### src/rtl/iob_rx_pkg.sv
// Shared types and default widths for the IO receive-side edge capture block.
package iob_rx_pkg;

   localparam int unsigned SYNC_STAGES_DEF   = 2;
   localparam int unsigned FILTER_CYCLES_DEF = 4;
   localparam int unsigned TS_WIDTH_DEF      = 16;
   localparam int unsigned CNT_WIDTH_DEF     = 16;
   localparam int unsigned FCNT_WIDTH        = 8;

   typedef struct packed {
      logic                    rise;
      logic [TS_WIDTH_DEF-1:0] ts;
   } iob_evt_t;

   typedef enum logic {
      FLT_STABLE  = 1'b0,
      FLT_QUALIFY = 1'b1
   } flt_state_e;

endpackage

### src/rtl/iob_rx_edge_capture_sync.sv
// Multi-flop synchroniser bringing the asynchronous pad input into the clk domain.
module iob_sync_chain #(
   parameter int unsigned STAGES = 2
) (
   input  logic clk,
   input  logic rst_n,
   input  logic d_i,
   output logic q_o
);

   logic [STAGES-1:0] sync_q;

   always_ff @(posedge clk or negedge rst_n) begin
      if (!rst_n) begin
         sync_q <= '0;
      end else begin
         sync_q <= {sync_q[STAGES-2:0], d_i};
      end
   end

   assign q_o = sync_q[STAGES-1];

endmodule

### src/rtl/iob_rx_edge_capture.sv
// Synchronises and glitch-filters PADDI and reports each accepted edge as a
// timestamped event on a valid/ready port with a sticky drop flag.
module iob_rx_edge_capture
   import iob_rx_pkg::*;
#(
   parameter int unsigned SYNC_STAGES   = SYNC_STAGES_DEF,
   parameter int unsigned FILTER_CYCLES = FILTER_CYCLES_DEF,
   parameter int unsigned TS_WIDTH      = TS_WIDTH_DEF,
   parameter int unsigned CNT_WIDTH     = CNT_WIDTH_DEF
) (
   input  logic                 clk,
   input  logic                 rst_n,
   input  logic                 paddi,
   input  logic                 en,
   output logic                 evt_valid,
   input  logic                 evt_ready,
   output logic                 evt_rise,
   output logic [TS_WIDTH-1:0]  evt_ts,
   output logic                 level,
   output logic [CNT_WIDTH-1:0] edge_count,
   output logic                 overflow,
   input  logic                 clr_overflow
);

   logic                  s;
   flt_state_e            state_q, state_d;
   logic [FCNT_WIDTH-1:0] fcnt_q, fcnt_d;
   logic                  level_q, level_d;
   logic [TS_WIDTH-1:0]   ts_q;
   logic                  evt_valid_q, evt_valid_d;
   logic                  evt_rise_q, evt_rise_d;
   logic [TS_WIDTH-1:0]   evt_ts_q, evt_ts_d;
   logic [CNT_WIDTH-1:0]  edge_count_q, edge_count_d;
   logic                  overflow_q, overflow_d;
   logic                  changed_c, done_c, accept_c;

   iob_sync_chain #(.STAGES(SYNC_STAGES)) u_sync (
      .clk   (clk),
      .rst_n (rst_n),
      .d_i   (paddi),
      .q_o   (s)
   );

   assign changed_c = (s != level_q);
   assign done_c    = (fcnt_q == FCNT_WIDTH'(FILTER_CYCLES - 1));

   // Filter state register
   always_ff @(posedge clk or negedge rst_n) begin
      if (!rst_n) begin
         state_q <= FLT_STABLE;
      end else begin
         state_q <= state_d;
      end
   end

   // Filter next state; single-cycle filtering never needs to qualify
   always_comb begin
      state_d = state_q;
      if (!en) begin
         state_d = FLT_STABLE;
      end else begin
         case (state_q)
            FLT_STABLE:  if (changed_c && (FILTER_CYCLES > 1)) state_d = FLT_QUALIFY;
            FLT_QUALIFY: if (!changed_c || done_c) state_d = FLT_STABLE;
            default:     state_d = FLT_STABLE;
         endcase
      end
   end

   // Filter counter, acceptance and event bookkeeping
   always_comb begin
      accept_c     = 1'b0;
      fcnt_d       = fcnt_q;
      level_d      = level_q;
      evt_valid_d  = evt_valid_q;
      evt_rise_d   = evt_rise_q;
      evt_ts_d     = evt_ts_q;
      edge_count_d = edge_count_q;
      overflow_d   = overflow_q & ~clr_overflow;

      if (!en) begin
         fcnt_d = '0;
      end else begin
         case (state_q)
            FLT_STABLE: begin
               if (changed_c) begin
                  if (FILTER_CYCLES == 1) accept_c = 1'b1;
                  else                    fcnt_d   = FCNT_WIDTH'(1);
               end
            end
            FLT_QUALIFY: begin
               if (!changed_c) begin
                  fcnt_d = '0;
               end else if (done_c) begin
                  accept_c = 1'b1;
                  fcnt_d   = '0;
               end else begin
                  fcnt_d = fcnt_q + FCNT_WIDTH'(1);
               end
            end
            default: fcnt_d = '0;
         endcase
      end

      if (evt_valid_q && evt_ready) evt_valid_d = 1'b0;

      // A pop in the same cycle frees the register for the new event
      if (accept_c) begin
         level_d      = s;
         edge_count_d = edge_count_q + CNT_WIDTH'(1);
         if (!evt_valid_q || evt_ready) begin
            evt_valid_d = 1'b1;
            evt_rise_d  = s;
            evt_ts_d    = ts_q;
         end else begin
            overflow_d = 1'b1;
         end
      end
   end

   // Datapath registers
   always_ff @(posedge clk or negedge rst_n) begin
      if (!rst_n) begin
         fcnt_q       <= '0;
         level_q      <= 1'b0;
         ts_q         <= '0;
         evt_valid_q  <= 1'b0;
         evt_rise_q   <= 1'b0;
         evt_ts_q     <= '0;
         edge_count_q <= '0;
         overflow_q   <= 1'b0;
      end else begin
         fcnt_q       <= fcnt_d;
         level_q      <= level_d;
         ts_q         <= ts_q + TS_WIDTH'(1);
         evt_valid_q  <= evt_valid_d;
         evt_rise_q   <= evt_rise_d;
         evt_ts_q     <= evt_ts_d;
         edge_count_q <= edge_count_d;
         overflow_q   <= overflow_d;
      end
   end

   assign evt_valid  = evt_valid_q;
   assign evt_rise   = evt_rise_q;
   assign evt_ts     = evt_ts_q;
   assign level      = level_q;
   assign edge_count = edge_count_q;
   assign overflow   = overflow_q;

endmodule

### config.mk
export PLATFORM = sky130hd
export DESIGN_NAME = iob_rx_edge_capture
export DESIGN_NICKNAME = d
export VERILOG_FILES = /design/src/rtl/iob_rx_pkg.sv /design/src/rtl/iob_rx_edge_capture_sync.sv /design/src/rtl/iob_rx_edge_capture.sv
export SDC_FILE = /design/constraint.sdc
export NUM_CORES = 1
export LEC_CHECK = 0
export CORE_ASPECT_RATIO = 0.5
export CORE_MARGIN = 5
export CORE_UTILIZATION = 35
export CTS_CLUSTER_DIAMETER = 150
export DETAILED_ROUTE_END_ITERATION = 10
export PLACE_DENSITY = 0.57
export SLEW_MARGIN = 20
export SYNTH_ARGS = -nofsm -noshare
export SYNTH_HDL_FRONTEND = slang
export SYNTH_HIERARCHICAL = 1
export SYNTH_SLANG_ARGS = --single-unit
export TNS_END_PERCENT = 5
### constraint.sdc
create_clock -name clk -period 4.82 [get_ports clk]
set_clock_uncertainty 0.05 [all_clocks]
set_input_delay 0.964 -clock clk [delete_from_list [all_inputs] [get_ports clk]]
set_output_delay 0.964 -clock clk [all_outputs]
set_load 0.1 [all_outputs]
==> results_dict.tcl <==
set metrics [dict create \
    run_status "finished clean" \
    synth_top_area_frac 0.5740 \
    p_leak_nw 1.610 \
    final_antenna_diode_count 0 \
    start_util 0.3668 \
    critPathKind "flip-flop to output pin" \
    postSynthAreaPerCell_um2 12.32 \
    fin_tns_setup_ns 0 \
    hpwlAfterDp_um 3539 \
    met3_usage 0.04408 \
    netlist_instances 223 \
    number_of_unique_standard_cell_types_used_by_synthesis 39 \
    detailroute.via_count 1800 \
    synth_largest_area_cell "dfrtp_1" \
    seqPwrFrac 0.438 \
    gpl.final_weighted_congestion 0.7215 \
    cp.buffers_inverters 1 \
    cts_buffers 9 \
    swShare 0.2249 \
    clockRootBuffer "clkbuf_16" \
    internal_power_uw 948.3 \
    fp.dieW_um 135.3 \
    clock_latency_ns 0.32 \
    first_global_vias 1823 \
    yosys_register_bits 63 \
    drt_first_pass_iters 4 \
    layout-drive-gt1-share 0.1455 \
    worst_ir_drop_vdd_v 0.0001885 \
    detail_route.iter0.violations 133 \
    dieArea_mm2 0.009826 \
    ys_async_sr_fraction 1.000 \
    worstSetupStartpointType "flip-flop" \
    worst_hold_path_type "flip-flop to flip-flop" \
    timing.final.hold_violations 0 \
    drc_errors 0 \
    maxClockFrequency_mhz 330.6 \
    ys.warnings.count 6 \
    yosysMostFrequentCell "dfrtp_1" \
    dpl-instance-area_mm2 0.003257 \
    cpLargestDelayFamily "buffers and inverters" \
    globalRoute.busiestLayer "met2" \
    critPathCaptureType "output pin" \
    timing.rr.start "fcnt_q[0]" \
    post_layout_util 0.4758 \
    finish.net_count 280 \
    tritoncts "done" \
    slew_viol_final 0 \
    share_clk_of_total_power 0.534 \
    primary_ff_master_synth "dfrtp_1" \
    arrival_ns 2.01 \
    net_count_of_the_mapped_netlist 233 \
    postLayoutCellArea_mm2 0.003562 \
    count_of_antenna_violating_nets_left_after_detailed_routing 0 \
    timing.max_slew.rel_slack 0.3460 \
    clk_pin_slew_ns 0.06 \
    postCtsResizedCells 0 \
    cts_hold_repair.buffers 0 \
    rows 22 \
    critPathMaxStageDelay_ns 1.19 \
    critical_path_s_slowest_cell "clkdlybuf4s50_1" \
    grtUsageTotal 0.1165 \
    routed_via_density 4.700 \
    global_route_wire_length_before_repair_um 9039 \
    number_of_enable_type_register_cells_in_the_synthesized_netlist 0 \
    finalCriticalPeriod_ns 3.025 \
    worstSetupStartpoint "edge_count[2]" \
    num_io_pins 42 \
    synth_top_cells_by_area "dfrtp_1, mux2_2, xor2_1" \
    ctsHtreeMaxLevel 3 \
    worst-endpoint-required_ns 3.81 \
    tightest_slew_ns 0.9780 \
    dieHeight_um 72.64 \
    global_route_congestion_overflow_total 0 \
    path_max_fanout 7 \
    area_growth_syn_to_layout_pct 29.70 \
    cts_sinks 63 \
    finalSetupViolCount 0 \
    synth-seq-area-share 0.5740 \
    leading_post_synthesis_cells_by_instance_count "dfrtp_1, nand2_1, nand3_1" \
    timing.hold.worst.start "u_sync/sync_q[0]" \
    synth.cell_area_mm2 0.002746 \
    final.period_utilization 0.6275 \
    grtUsageMet1 0.1413 \
    core-area_mm2 0.007487 \
    pwr-share-comb 0.028 \
    initial_antenna_violation_count 0 \
    wirelength_um 5218 \
    detail_route.wl_per_cell_um 13.62 \
    power.switching_uw 275.1 \
    largest_net_degree_at_the_start_of_global_routing 64 \
    port_buf_inserts 41 \
    timing.critical_path.cells "clkdlybuf4s50_1" \
    cts.path.max_buffers 2 \
    rsz_0062_raised_after_global_routing "no" \
    use_met2 0.1900 \
    cts_setup_buffers 0 \
    pwr_density_cell_mw_per_mm2 343.4 \
    cap_viol_max_count 0 \
]
metrics by stage:
step           power (mW)  setup slack [ns]  std cells  hold WS, ns
6_report            1.223             1.795        383       0.2967
5_1_grt             1.269             1.735        383       0.3030
4_1_cts             1.237             1.786        383       0.2977
3_5_place_dp       0.5802             1.783        367       0.2847
3_3_place_gp       0.5794             1.878        367       0.2845
2_1_floorplan      0.5605             2.407        223       0.2812
placed cells by master, fill, tap and decap left out, drive strengths merged, types with 2 or more instances in the layout:
| cell | netlist | layout |
|---|---|---|
| or4 | 2 | 2 |
| inv | 4 | 7 |
| clkdlybuf4s50 | 0 | 40 |
| nand2 | 21 | 21 |
| buf | 5 | 2 |
| o21ai | 4 | 4 |
| xor2 | 18 | 18 |
| nor2 | 5 | 5 |
| nand2b | 2 | 2 |
| nor3 | 7 | 7 |
| dfrtp | 63 | 63 |
| mux2 | 19 | 19 |
| nand4 | 6 | 6 |
| clkbuf | 1 | 9 |
| nor4 | 10 | 10 |
| xnor2 | 14 | 14 |
| nand3 | 21 | 21 |
| clkinv | 0 | 2 |
| ha | 4 | 4 |
| and4 | 2 | 2 |
logic make-up (layout without fill, tap and decap cells):
logic type | count (synthesis) | in the layout | synth area share
compound gates | 12 | 12 | 0.02962
flops | 63 | 63 | 0.5740
xor+xnor | 32 | 32 | 0.1048
simple gates | 83 | 83 | 0.1763
fa+ha+maj | 4 | 4 | 0.01822
buf+inv | 10 | 62 | 0.01913
mux | 19 | 19 | 0.07790
area by class of cell:
class                           count  area (µm²)
Tap cell                          108       135.1
Inverter                            4       15.01
Fill cell                         695        3925
Multi-Input combinational cell    150        1117
Sequential cell                    63        1577
Clock inverter                      7       80.08
Clock buffer                        9       225.2
Timing Repair Buffer               42       412.9
power by group through the flow:
stage	sequential, mW	combinational (mW)	clock (mW)
finish	0.535	0.0341	0.654
detailed placement	0.545	0.0352	0
floorplan	0.553	0.00742	0
CTS	0.535	0.0353	0.666
global route	0.535	0.0381	0.695
global placement	0.545	0.0346	0
worst paths after layout:
path                            slack (ns)  depth (start not counted)                to
worst min register to register        0.30                          0  u_sync/sync_q[1]
worst max register to register        2.61                          5         evt_ts[7]
worst min-delay path                  0.30                          0  u_sync/sync_q[1]
min in group asynchronous             0.75                          2         evt_ts[1]
max in group asynchronous             3.46                          2         fcnt_q[7]
worst max-delay path                  1.80                          1     edge_count[2]
state kept, by name, indices dropped and copies added, names as in the netlist, 2 cells and up:
register / cells
u_sync/sync_q: 2
edge_count: 16
evt_ts: 16
ts_q: 16
fcnt_q: 8
layer usage:
| metal | vias to the layer above | share of wire |
|---|---|---|
| met2 | 22 | 0.48 |
| met3 | 6 | 0.044 |
| met1 | 882 | 0.47 |
| li1 | 890 | - |
| met5 | - | 0 |
| met4 | 0 | 0.013 |
Note: power is estimated with default switching activity, not from simulation.
